**src/rtl/npc_pkg.sv**
```systemverilog
// Shared NPC definitions: fetch FSM states, fault causes, bus response codes, reset PC and NOP.
// Latency: n/a (types and constants only).
// Backpressure: n/a.
package npc_pkg;

    localparam logic [31:0] RESET_PC = 32'h8000_0000;
    // addi x0, x0, 0
    localparam logic [31:0] NOP_INST = 32'h0000_0013;

    localparam logic [1:0] FAULT_MISALIGN = 2'd0;
    localparam logic [1:0] FAULT_BUS      = 2'd1;

    localparam logic [1:0] RESP_OKAY = 2'b00;

    typedef enum logic [2:0] {
        IFU_IDLE,
        IFU_AR,
        IFU_R,
        IFU_HOLD,
        IFU_DRAIN,
        IFU_FAULT
    } ifu_state_e;

    // Instruction fetches must be 32-bit aligned (no compressed ISA on RV32E here).
    function automatic logic is_word_aligned(input logic [1:0] lsb);
        return lsb == 2'b00;
    endfunction

endpackage

```
**src/rtl/ifu_fetch_if.sv**
```systemverilog
// Instruction-memory read port (AR/R channels, valid/ready) between the IFU and memory.
// Latency: n/a (wires only).
// Backpressure: arready stalls the address phase, rready gates the data beat.
// Ports (master = IFU): araddr/arvalid out, arready in; rdata/rresp/rvalid in, rready out.
interface ifu_fetch_if #(
    parameter int ADDR_W = 32
) ();
    logic [ADDR_W-1:0] araddr;
    logic              arvalid;
    logic              arready;
    logic [31:0]       rdata;
    logic [1:0]        rresp;
    logic              rvalid;
    logic              rready;

    modport master (
        output araddr,
        output arvalid,
        input  arready,
        input  rdata,
        input  rresp,
        input  rvalid,
        output rready
    );

    modport slave (
        input  araddr,
        input  arvalid,
        output arready,
        output rdata,
        output rresp,
        output rvalid,
        input  rready
    );
endinterface

```
**src/rtl/ifu_fetch.sv**
```systemverilog
// Instruction fetch: turns a core PC request into one memory read and holds the word until retired.
// Latency: 3 cycles request-to-inst_valid_o with a zero-wait memory; +1 cycle between back-to-back fetches.
// Backpressure: address phase waits on arready, result is held in HOLD until inst_ready_i or flush_i.
// Ports: clk/rst (sync, active-high); core side pc_i/pc_valid_i/flush_i in, inst_o/inst_valid_o/
//        inst_pc_o/fault_o/fault_cause_o out, inst_ready_i in; imem = memory read port (master).
module ifu_fetch
    import npc_pkg::*;
#(
    parameter logic [31:0] RESET_PC = npc_pkg::RESET_PC,
    parameter int          ADDR_W   = 32
) (
    input  logic              clk,
    input  logic              rst,

    input  logic [ADDR_W-1:0] pc_i,
    input  logic              pc_valid_i,
    input  logic              flush_i,

    output logic [31:0]       inst_o,
    output logic              inst_valid_o,
    output logic [ADDR_W-1:0] inst_pc_o,
    input  logic              inst_ready_i,
    output logic              fault_o,
    output logic [1:0]        fault_cause_o,

    ifu_fetch_if.master       imem
);

    ifu_state_e        state_q, state_d;
    logic [ADDR_W-1:0] req_pc_q, req_pc_d;
    logic              drop_q, drop_d;
    logic [31:0]       inst_q, inst_d;
    logic [ADDR_W-1:0] inst_pc_q, inst_pc_d;
    logic [1:0]        cause_q, cause_d;

    always_ff @(posedge clk) begin
        if (rst) begin
            state_q   <= IFU_IDLE;
            req_pc_q  <= RESET_PC[ADDR_W-1:0];
            drop_q    <= 1'b0;
            inst_q    <= NOP_INST;
            inst_pc_q <= RESET_PC[ADDR_W-1:0];
            cause_q   <= FAULT_MISALIGN;
        end else begin
            state_q   <= state_d;
            req_pc_q  <= req_pc_d;
            drop_q    <= drop_d;
            inst_q    <= inst_d;
            inst_pc_q <= inst_pc_d;
            cause_q   <= cause_d;
        end
    end

    always_comb begin
        state_d   = state_q;
        req_pc_d  = req_pc_q;
        drop_d    = drop_q;
        inst_d    = inst_q;
        inst_pc_d = inst_pc_q;
        cause_d   = cause_q;

        unique case (state_q)
            IFU_IDLE: begin
                // A redirect in the same cycle wins over a new request.
                if (!flush_i && pc_valid_i) begin
                    if (is_word_aligned(pc_i[1:0])) begin
                        req_pc_d = pc_i;
                        state_d  = IFU_AR;
                    end else begin
                        cause_d = FAULT_MISALIGN;
                        state_d = IFU_FAULT;
                    end
                end
            end

            IFU_AR: begin
                // The address phase cannot be withdrawn once offered; a flush only
                // marks the eventual response as unwanted.
                if (imem.arready) begin
                    state_d = flush_i ? IFU_DRAIN : IFU_R;
                end else if (flush_i) begin
                    drop_d = 1'b1;
                end
            end

            IFU_R: begin
                if (imem.rvalid) begin
                    if (flush_i || drop_q) begin
                        drop_d  = 1'b0;
                        state_d = IFU_IDLE;
                    end else if (imem.rresp == RESP_OKAY) begin
                        inst_d    = imem.rdata;
                        inst_pc_d = req_pc_q;
                        state_d   = IFU_HOLD;
                    end else begin
                        cause_d = FAULT_BUS;
                        state_d = IFU_FAULT;
                    end
                end else if (flush_i) begin
                    state_d = IFU_DRAIN;
                end
            end

            IFU_DRAIN: begin
                // Swallow the abandoned beat so only one read is ever outstanding.
                if (imem.rvalid) begin
                    drop_d  = 1'b0;
                    state_d = IFU_IDLE;
                end
            end

            IFU_HOLD: begin
                if (inst_ready_i || flush_i) begin
                    state_d = IFU_IDLE;
                end
            end

            IFU_FAULT: begin
                if (flush_i) begin
                    cause_d = FAULT_MISALIGN;
                    state_d = IFU_IDLE;
                end
            end

            default: begin
                state_d = IFU_IDLE;
            end
        endcase
    end

    assign imem.araddr   = req_pc_q;
    assign imem.arvalid  = (state_q == IFU_AR);
    assign imem.rready   = (state_q == IFU_R) || (state_q == IFU_DRAIN);

    assign inst_o        = inst_q;
    assign inst_pc_o     = inst_pc_q;
    assign inst_valid_o  = (state_q == IFU_HOLD);
    assign fault_o       = (state_q == IFU_FAULT);
    assign fault_cause_o = cause_q;

endmodule
```
**src/flat_wrapper.sv**
```systemverilog
// flat-port wrapper written by rule: the top's interface ports become plain ports
module ifu_fetch_flat import npc_pkg::*;
#(
    parameter logic [31:0] RESET_PC = npc_pkg::RESET_PC,
    parameter int          ADDR_W   = 32
)
  (clk, rst, pc_i, pc_valid_i, flush_i, inst_o, inst_valid_o, inst_pc_o, inst_ready_i, fault_o, fault_cause_o, imem_araddr, imem_arvalid, imem_arready, imem_rdata, imem_rresp, imem_rvalid, imem_rready);
  ifu_fetch_if #(.ADDR_W(ADDR_W)) imem_i ();
  input  logic clk;
  input  logic rst;
  input  logic [ADDR_W-1:0] pc_i;
  input  logic pc_valid_i;
  input  logic flush_i;
  output logic [31:0] inst_o;
  output logic inst_valid_o;
  output logic [ADDR_W-1:0] inst_pc_o;
  input  logic inst_ready_i;
  output logic fault_o;
  output logic [1:0] fault_cause_o;
  output wire logic [$bits(imem_i.araddr)-1:0] imem_araddr;
  output wire logic [$bits(imem_i.arvalid)-1:0] imem_arvalid;
  input wire logic [$bits(imem_i.arready)-1:0] imem_arready;
  input wire logic [$bits(imem_i.rdata)-1:0] imem_rdata;
  input wire logic [$bits(imem_i.rresp)-1:0] imem_rresp;
  input wire logic [$bits(imem_i.rvalid)-1:0] imem_rvalid;
  output wire logic [$bits(imem_i.rready)-1:0] imem_rready;
  assign imem_araddr = imem_i.araddr;
  assign imem_arvalid = imem_i.arvalid;
  assign imem_i.arready = imem_arready;
  assign imem_i.rdata = imem_rdata;
  assign imem_i.rresp = imem_rresp;
  assign imem_i.rvalid = imem_rvalid;
  assign imem_rready = imem_i.rready;
  ifu_fetch #(.RESET_PC(RESET_PC), .ADDR_W(ADDR_W)) u_core (.clk(clk), .rst(rst), .pc_i(pc_i), .pc_valid_i(pc_valid_i), .flush_i(flush_i), .inst_o(inst_o), .inst_valid_o(inst_valid_o), .inst_pc_o(inst_pc_o), .inst_ready_i(inst_ready_i), .fault_o(fault_o), .fault_cause_o(fault_cause_o), .imem(imem_i));
endmodule
```
**config.mk**
```make
export PLATFORM = sky130hd
export DESIGN_NAME = ifu_fetch_flat
export DESIGN_NICKNAME = d
export VERILOG_FILES = /design/src/rtl/npc_pkg.sv /design/src/rtl/ifu_fetch_if.sv /design/src/rtl/ifu_fetch.sv /design/src/flat_wrapper.sv
export SDC_FILE = /design/constraint.sdc
export NUM_CORES = 1
export LEC_CHECK = 0
export ABC_AREA = 1
export CAP_MARGIN = 10
export CORE_ASPECT_RATIO = 2
export CORE_MARGIN = 4
export CORE_UTILIZATION = 45
export DETAILED_ROUTE_END_ITERATION = 10
export GPL_TIMING_DRIVEN = 0
export PLACE_DENSITY = 0.86
export SETUP_SLACK_MARGIN = 0.5
export SLEW_MARGIN = 10
export SYNTH_ARGS = -nofsm -noshare
export SYNTH_HDL_FRONTEND = slang
export SYNTH_SLANG_ARGS = --single-unit
```
**constraint.sdc**
```tcl
create_clock -name clk -period 2.09 [get_ports clk]
set_input_delay 0.418 -clock clk [delete_from_list [all_inputs] [get_ports clk]]
set_output_delay 0.418 -clock clk [all_outputs]
set_load 0.01 [all_outputs]
```
==> flow_metrics.py, run 1 <==
metrics = {
    "outcome": {
        "outcome": "finished clean",
    },
    "grt": {
        "grt_max_degree": 18,
        "grt_antenna_before_repair": 0,
        "grt_use_total": 0.247,
        "grt_pass1_vias": 4208,
        "grt_first_pass_wirelength_um": 19900,
        "grt-ovfl-total": 0,
    },
    "route": {
        "drt-initial-drc-count": 201,
        "postRouteAntennaNets": 0,
        "num_vias": 4075,
        "routed_via_density": 5.13,
        "drcViolationCount": 0,
        "post_drt_wl_per_cell_um": 16.2,
        "wl_um": 12900,
        "drtPass1Iterations": 4,
    },
    "synthesis": {
        "synth_seq_cells": 101,
        "synthCells": 501,
        "synth_edf_count": 0,
        "ys_types": 20,
        "syn_area_um2": 3900,
        "synthFlopType": "dfxtp_1",
        "synth-seq-area-share": 0.518,
        "synth.area.top_cells": "dfxtp_1 (52%), nor2_1 (17%), o21ai_0 (6.4%)",
        "yosys.area.top_type": "dfxtp_1",
        "synth.top_cell.area_share": 0.518,
        "yosys_warnings": 0,
        "syn_nets": 574,
        "synth_area_per_cell_um2": 7.78,
        "async_flop_share": 0,
    },
    "final_layout": {
        "final_cell_mix": "nor2_1 (170), dlygate4sd2_1 (98), dfxtp_1 (98)",
        "nets": 765,
        "fin_cells": 795,
        "final_common_cell": "nor2_1",
        "n_antenna_cell": 0,
        "multiInputGateArea_um2": 1620,
        "seq_area_um2": 2030,
        "drive_above_1_share": 0.135,
        "nFillCells": 686,
        "area_delta_synth_final_pct": 56.5,
    },
    "clock_network": {
        "postCtsHoldBufs": 0,
        "cts_buffers": 9,
        "clock_latency_ps": 340,
        "cts.sinks": 101,
        "tritoncts": "yes",
        "cts_buffer_depth": 2,
        "clk_pin_slew_worst_paths_ps": 70,
        "cts_max_level": 3,
        "clockRootBuffer": "clkbuf_16",
    },
    "worst_setup_path": {
        "crit_type": "reg -> out",
        "worst_setup_path_end_kind": "output pin",
        "cp.required_ps": 1670,
        "start_kind": "flop",
        "crit_fanout": 7,
        "arrival_ps": 1210,
    },
    "placement": {
        "dp_hpwl_um": 9660,
        "portBuffers": 173,
        "gp_congestion": 0.900,
        "place_inst": 772,
    },
    "timing": {
        "rsz0062_at_grt": "true",
        "finalHoldViolCount": 0,
        "fmax_mhz": 613,
        "fin_crit_sh": 0.781,
        "period_minus_slack_ps": 1630,
        "slew_viol_final": 0,
        "finalSetupViolations": 0,
        "clock_skew_ps": 7.48,
    },
    "power": {
        "power_leakage_nw": 3.17,
        "power_density_nw_per_um2": 833,
        "power.total_mw": 5.08,
        "vdd_ir_drop_max_mv": 0.607,
    },
    "flow_run": {
        "maxCapViolations": 0,
    },
    "die": {
        "die_width_um": 73.8,
        "die_area_um2": 10300,
        "rows": 47,
        "start_util": 0.467,
        "ios": 175,
        "die_h_um": 140,
        "core_area_um2": 8350,
    },
    "worst_hold_path": {
        "hp-class": "reg -> reg",
    },
}
-- layer usage --
layer	global-route usage	share of wire	up-vias
met5	0	0	-
met3	0.0542	0.053	36
met2	0.455	0.56	148
met4	0.128	0.043	0
li1	-	-	1977
met1	0.244	0.34	1914
-- flip-flops by register name, summed over array words and instances, names as in the netlist --
name,cells
u_core.inst_pc_o,32
u_core.state_q,3
u_core.imem.araddr,32
u_core.inst_o,32
u_core.fault_cause_o,1
u_core.drop_q,1
-- stage by stage --
stage / util / hold slack (ps) / setup slack (ps) / TNS (ps) / area (µm²)
4_1_cts: 0.722 / 470 / 449 / 0 / 6030
6_report: 0.731 / 467 / 459 / 0 / 6100
5_1_grt: 0.731 / 496 / 394 / 0 / 6100
2_1_floorplan: - / 476 / 770 / 0 / 3900
3_3_place_gp: 0.689 / 440 / -106 / -1030 / 5750
3_5_place_dp: 0.689 / 456 / -145 / -1320 / 5750
-- timing repair --
action	4_1_cts	5_1_grt
gates resized for setup	129	19
pin swaps	2	2
endpoints found under the setup margin	197	96
buffers inserted	5	2
-- Yosys cell counts (2+ instances only) --
cell and n:
nor2_1 172, nand2_1 38, buf_2 7, inv_1 11, clkbuf_1 9, nand4_1 3, nor2_2 22, inv_2 4
buf_6 15, nor2_4 3, dfxtp_1 101, a21oi_1 2, o21ai_1 42, nand3_1 17, o21ai_0 50
-- cells by family after synthesis --
kind of cell,count (synthesis),share of synthesized area
compound gates,95,0.123
simple gates,257,0.281
flops,101,0.518
other cells,1,0.000962
buf+inv,47,0.0773
-- final cells by class --
cell class                 instances  share of cell area
buffer                            32              0.0426
clock buffer                       9              0.0369
clock inverter                     7              0.0199
inverter                          15              0.0109
multi-input combinational        353               0.266
sequential                       101               0.332
tap                               98              0.0201
timing repair buffer             180               0.272
-- power by group --
part	internal, mW	switching, mW
Combinational	0.526	0.565
Clock	1.18	0.745
Sequential	2.01	0.0609
Total	3.71	1.37
-- worst max-delay path, cell delays in order (launching register included) --
cell,delay [ps]
dfxtp_2,330
buf_8,130
nor2_4,120
nand2_2,90
nand2_2,70
buf_2,130
-- final timing paths --
path | start | endpoint | slack (ps) | depth (start not counted)
worst max-delay path | u_core.state_q[0] | imem_rready | 460 | 5
worst min-delay path | u_core.inst_o[4] | u_core.inst_o[4] | 470 | 2
worst max register to register | u_core.state_q[0] | u_core.inst_pc_o[17] | 520 | 9
worst min register to register | u_core.inst_o[4] | u_core.inst_o[4] | 470 | 2
No activity file was read; power rests on OpenSTA's default activity.
==> run 2: changes to the inputs <==
Settings changed: CORE_UTILIZATION 45 to 42, PLACE_DENSITY 0.86 to 0.81.
Clock period 2.09 ns to 1.68 ns, I/O delays scaled along.
==> run 2 against run 1 <==
Compared with the run above:
- clock skew down 2.8 ps
- global-route usage fell by 1.0 points
- cell count increased by 4.7%
- clock power increased by 9%
- sequential power increased by 25%
- utilization increased by 1.4 points
- sequential share of layout area is 1.6 points lower
- largest power group unchanged
- highest routed layer unchanged
==> flow_metrics.py, run 2 (same netlist as run 1, synthesis figures left out) <==
metrics = {
    "outcome": {
        "outcome": "finished clean",
    },
    "final_layout": {
        "nets": 799,
        "drive_above_1_share": 0.496,
        "fin_area_um2": 6720,
        "final_common_cell": "nor2_1",
        "multiInputGateArea_um2": 1870,
        "final_cell_mix": "nor2_1 (148), clkdlybuf4s50_1 (71), dfxtp_2 (71)",
        "nFillCells": 645,
        "final_core_util": 0.745,
        "area_delta_synth_final_pct": 72.2,
        "seq_area_um2": 2130,
        "fin_cells": 832,
        "n_antenna_cell": 0,
    },
    "worst_setup_path": {
        "cp.required_ps": 1340,
        "crit_fanout": 7,
        "start_kind": "flop",
        "crit_type": "reg -> out",
        "arrival_ps": 1250,
        "worst_setup_path_end_kind": "output pin",
        "reg2reg_depth": 9,
    },
    "timing": {
        "clock_skew_ps": 4.69,
        "fin_crit_sh": 0.944,
        "fmax_mhz": 630,
        "tns_ps": 0,
        "period_minus_slack_ps": 1590,
        "whs_ps": 454,
        "setup_slack_ps": 93.3,
        "rsz0062_at_grt": "true",
        "finalSetupViolations": 0,
        "slew_viol_final": 0,
        "finalHoldViolCount": 0,
    },
    "placement": {
        "place_area_um2": 5780,
        "place_inst": 776,
        "dp_slack_ps": -476,
        "dp_hpwl_um": 9400,
        "portBuffers": 173,
        "gp_congestion": 0.895,
    },
    "clock_network": {
        "cts_max_level": 3,
        "postCtsHoldBufs": 0,
        "clk_pin_slew_worst_paths_ps": 70,
        "cts_buffers": 9,
        "tritoncts": "yes",
        "cts_buffer_depth": 2,
        "cts.sinks": 101,
        "clockRootBuffer": "clkbuf_16",
        "clock_latency_ps": 350,
    },
    "worst_hold_path": {
        "hold_path_depth": 2,
        "hp-class": "reg -> reg",
    },
    "power": {
        "power.total_mw": 6.47,
        "p_sw_mw": 1.89,
        "power_density_nw_per_um2": 963,
        "vdd_ir_drop_max_mv": 0.691,
        "pwr-share-seq": 0.401,
        "p_comb_frac": 0.277,
        "clockPowerShare": 0.323,
        "p_int_mw": 4.58,
        "sw_frac_of_total": 0.293,
        "power_leakage_nw": 3.19,
    },
    "die": {
        "start_util": 0.433,
        "die_area_um2": 11000,
        "rows": 49,
        "die_width_um": 76.1,
        "ios": 175,
        "die_h_um": 144,
        "core_area_um2": 9010,
    },
    "route": {
        "routed_via_density": 5.10,
        "drtPass1Iterations": 6,
        "post_drt_wl_per_cell_um": 17.1,
        "drt-initial-drc-count": 226,
        "wl_um": 14200,
        "num_vias": 4242,
        "drcViolationCount": 0,
        "postRouteAntennaNets": 0,
    },
    "grt": {
        "grt_pass1_vias": 4160,
        "grt_max_degree": 17,
        "grt-ovfl-total": 0,
        "grt_antenna_before_repair": 0,
        "grt_use_total": 0.236,
        "grt_first_pass_wirelength_um": 20900,
    },
    "flow_run": {
        "maxCapViolations": 0,
    },
}
## run 2: cell types whose count changed in the layout (fill, tap and decap cells not counted), sizes merged
cell,before,now
bufinv,3,1
clkbuf,18,23
dlygate4sd2,98,1
clkinv,2,1
inv,17,15
buf,34,161
clkinvlp,0,3
## run 2: worst paths after layout
| kind | from | end | slack, ps |
|---|---|---|---|
| max reg2reg | u_core.state_q[2] | u_core.inst_pc_o[14] | 150 |
| min | u_core.inst_o[4] | u_core.inst_o[4] | 450 |
| min reg2reg | u_core.inst_o[4] | u_core.inst_o[4] | 450 |
| max | u_core.state_q[2] | inst_valid_o | 90 |
## run 2: what timing repair did
action	in CTS	in global routing
buffers inserted	17	16
setup endpoints to repair	202	161
pin swaps	11	46
gates cloned	5	3
resized for setup	496	184
## run 2: area by class of cell
cell class                 instances  area share
sequential                       101       0.317
timing repair buffer             214       0.280
multi-input combinational        353       0.278
buffer                            32      0.0503
clock buffer                      10      0.0356
tap                              102      0.0190
inverter                          15      0.0114
clock inverter                     5     0.00913
## run 2: power groups by stage
stage	clock network (mW)	registers [mW]	logic, mW
global route	2.23	2.60	1.91
floorplan	0	2.63	0.641
global placement	0	2.61	1.14
CTS	2.12	2.57	1.34
finish	2.09	2.59	1.79
detailed placement	0	2.61	1.16
## run 2: per-layer routing
layer  up-vias  global-route usage  share of wire
li1       2055                   -              -
met1      1960               0.237           0.35
met2       183               0.457           0.56
met3        44              0.0474          0.053
met4         0               0.112          0.037
met5         -                   0              0
## run 2: worst max-delay path, stage by stage (launching register included)
cell     delay, ps
dfxtp_2        320
buf_6          140
inv_6          100
nand3_1        130
inv_1           90
buf_2          130
==> run 3: changes to the inputs <==
Settings changed: ABC_CLOCK_PERIOD_IN_PS set to 1800, HOLD_SLACK_MARGIN set to 0.15.
Clock period 1.68 ns to 1.8 ns, I/O delays scaled along.
==> run 3 against run 2 <==
Compared with the run above:
- cell count increased by 2.3%
- sequential share of layout area down 2.2 points
- register-to-register slack gained 50 ps
- combinational power shrank 9%
- sequential cell count is the same
- highest routed layer unchanged
- global-route usage is 1.7 points higher
- wire length up 6.1%
- power shrank 7.4%
==> flow_metrics.py, run 3 (same netlist as run 1, synthesis figures left out) <==
metrics = {
    "grt": {
        "grt_use_total": 0.254,
        "grt-ovfl-total": 0,
        "grt_first_pass_wirelength_um": 22200,
        "grt_antenna_before_repair": 0,
        "grt_pass1_vias": 4510,
        "grt_max_degree": 18,
    },
    "route": {
        "num_vias": 4432,
        "post_drt_wl_per_cell_um": 17.7,
        "postRouteAntennaNets": 0,
        "drt-initial-drc-count": 230,
        "wl_um": 15100,
        "routed_via_density": 5.21,
        "drcViolationCount": 0,
        "drtPass1Iterations": 6,
    },
    "worst_setup_path": {
        "worst_setup_path_end_kind": "flop",
        "cp.required_ps": 2080,
        "crit_fanout": 8,
        "start_kind": "flop",
        "regToRegStartpoint": "u_core.state_q[2]",
        "crit_type": "reg -> reg",
        "arrival_ps": 1890,
        "crit_start": "u_core.state_q[2]",
    },
    "die": {
        "die_h_um": 144,
        "core_area_um2": 9010,
        "die_width_um": 76.1,
        "ios": 175,
        "rows": 49,
        "start_util": 0.433,
        "die_area_um2": 11000,
    },
    "power": {
        "power_leakage_nw": 3.30,
        "power.total_mw": 5.99,
        "power_density_nw_per_um2": 845,
        "vdd_ir_drop_max_mv": 0.711,
    },
    "worst_hold_path": {
        "hp-class": "in -> reg",
        "min_from": "rst",
    },
    "timing": {
        "finalSetupViolations": 0,
        "clock_skew_ps": 7.84,
        "finalHoldViolCount": 0,
        "fin_crit_sh": 0.890,
        "slew_headroom": 0.521,
        "fmax_mhz": 624,
        "rsz0062_at_grt": "true",
        "period_minus_slack_ps": 1600,
        "slew_viol_final": 0,
        "tightest_slew_ps": 719,
    },
    "placement": {
        "portBuffers": 173,
        "place_area_um2": 5760,
        "dp_hpwl_um": 9500,
        "gp_congestion": 0.847,
    },
    "final_layout": {
        "drive_above_1_share": 0.458,
        "final_common_cell": "nor2_1",
        "fin_area_um2": 7080,
        "nets": 817,
        "final_cell_mix": "nor2_1 (159), clkdlybuf4s50_1 (70), dfxtp_1 (61)",
        "n_antenna_cell": 0,
        "area_delta_synth_final_pct": 81.6,
        "nFillCells": 587,
    },
    "clock_network": {
        "cts_buffers": 9,
        "cts.sinks": 101,
        "clockRootBuffer": "clkbuf_16",
        "cts_buffer_depth": 2,
        "postCtsHoldBufs": 0,
        "cts_max_level": 3,
        "clock_latency_ps": 350,
        "tritoncts": "yes",
        "clk_pin_slew_worst_paths_ps": 70,
    },
    "outcome": {
        "outcome": "finished clean",
    },
    "flow_run": {
        "maxCapViolations": 0,
    },
}
==> run 3: cell count changes in the layout (fill, tap and decap cells not counted), moves of 12 or more <==
cell	change
buf_2	-23
buf_6	-20
clkbuf_2	+12
clkdlybuf4s15_2	+33
dfxtp_1	+35
dfxtp_2	-36
nor2_2	-16
o21ai_1	-26
o21ai_2	+13
==> run 3: path summary, 6_finish.rpt <==
path	endpoint	slack, ps	cells after the start
max	u_core.inst_o[8]	200	10
min reg2reg	u_core.inst_o[1]	460	2
max reg2reg	u_core.inst_o[8]	200	10
min	u_core.state_q[0]	450	2
==> run 3: through the flow <==
| stage | cells | util | worst slack [ps] | hold slack, ps | TNS, ps |
|---|---|---|---|---|---|
| floorplan | 501 | - | 509 | 429 | 0 |
| global placement | 776 | 0.640 | -338 | 440 | -14880 |
| detailed placement | 776 | 0.640 | -405 | 454 | -16300 |
| CTS | 828 | 0.776 | 224 | 423 | 0 |
| global route | 851 | 0.786 | 123 | 464 | 0 |
| finish | 851 | 0.786 | 197 | 454 | 0 |
==> run 3: layer usage <==
| layer | vias up | wire [µm] | global-route usage | part of all wire |
|---|---|---|---|---|
| met4 | 0 | 686 | 0.132 | 0.046 |
| met5 | - | 0 | 0 | 0 |
| met3 | 48 | 808 | 0.0586 | 0.054 |
| li1 | 2095 | - | - | - |
| met2 | 202 | 8660 | 0.509 | 0.58 |
| met1 | 2087 | 4900 | 0.228 | 0.33 |
==> run 3: critical path, stage by stage, from the launching register on <==
cell and delay, ps:
dfxtp_2 320, buf_8 140, nor2_4 160, nand4_4 110, nor2_4 170, buf_12 130
buf_12 90, buf_16 120, buf_8 110, o21ai_1 60, nor2_1 120
==> run 3: what timing repair did <==
action / CTS / global route
gates resized for setup: 465 / 117
gates cloned: 12 / 0
pin swaps: 42 / 47
buffers inserted: 24 / 23
endpoints found under the setup margin: 202 / 176
==> run 3: layout make-up <==
cell class / count / area [µm²] / area share
inverter: 15 / 78.8 / 0.0111
multi-input combinational: 353 / 1930 / 0.273
clock buffer: 9 / 225 / 0.0318
buffer: 32 / 349 / 0.0493
tap: 102 / 128 / 0.0180
sequential: 101 / 2080 / 0.294
clock inverter: 7 / 73.8 / 0.0104
timing repair buffer: 232 / 2210 / 0.312
==> run 3: power by group <==
group	internal [mW]	switching [mW]
sequential	2.33	0.0797
combinational	0.811	0.810
clock	1.09	0.866
total	4.23	1.76
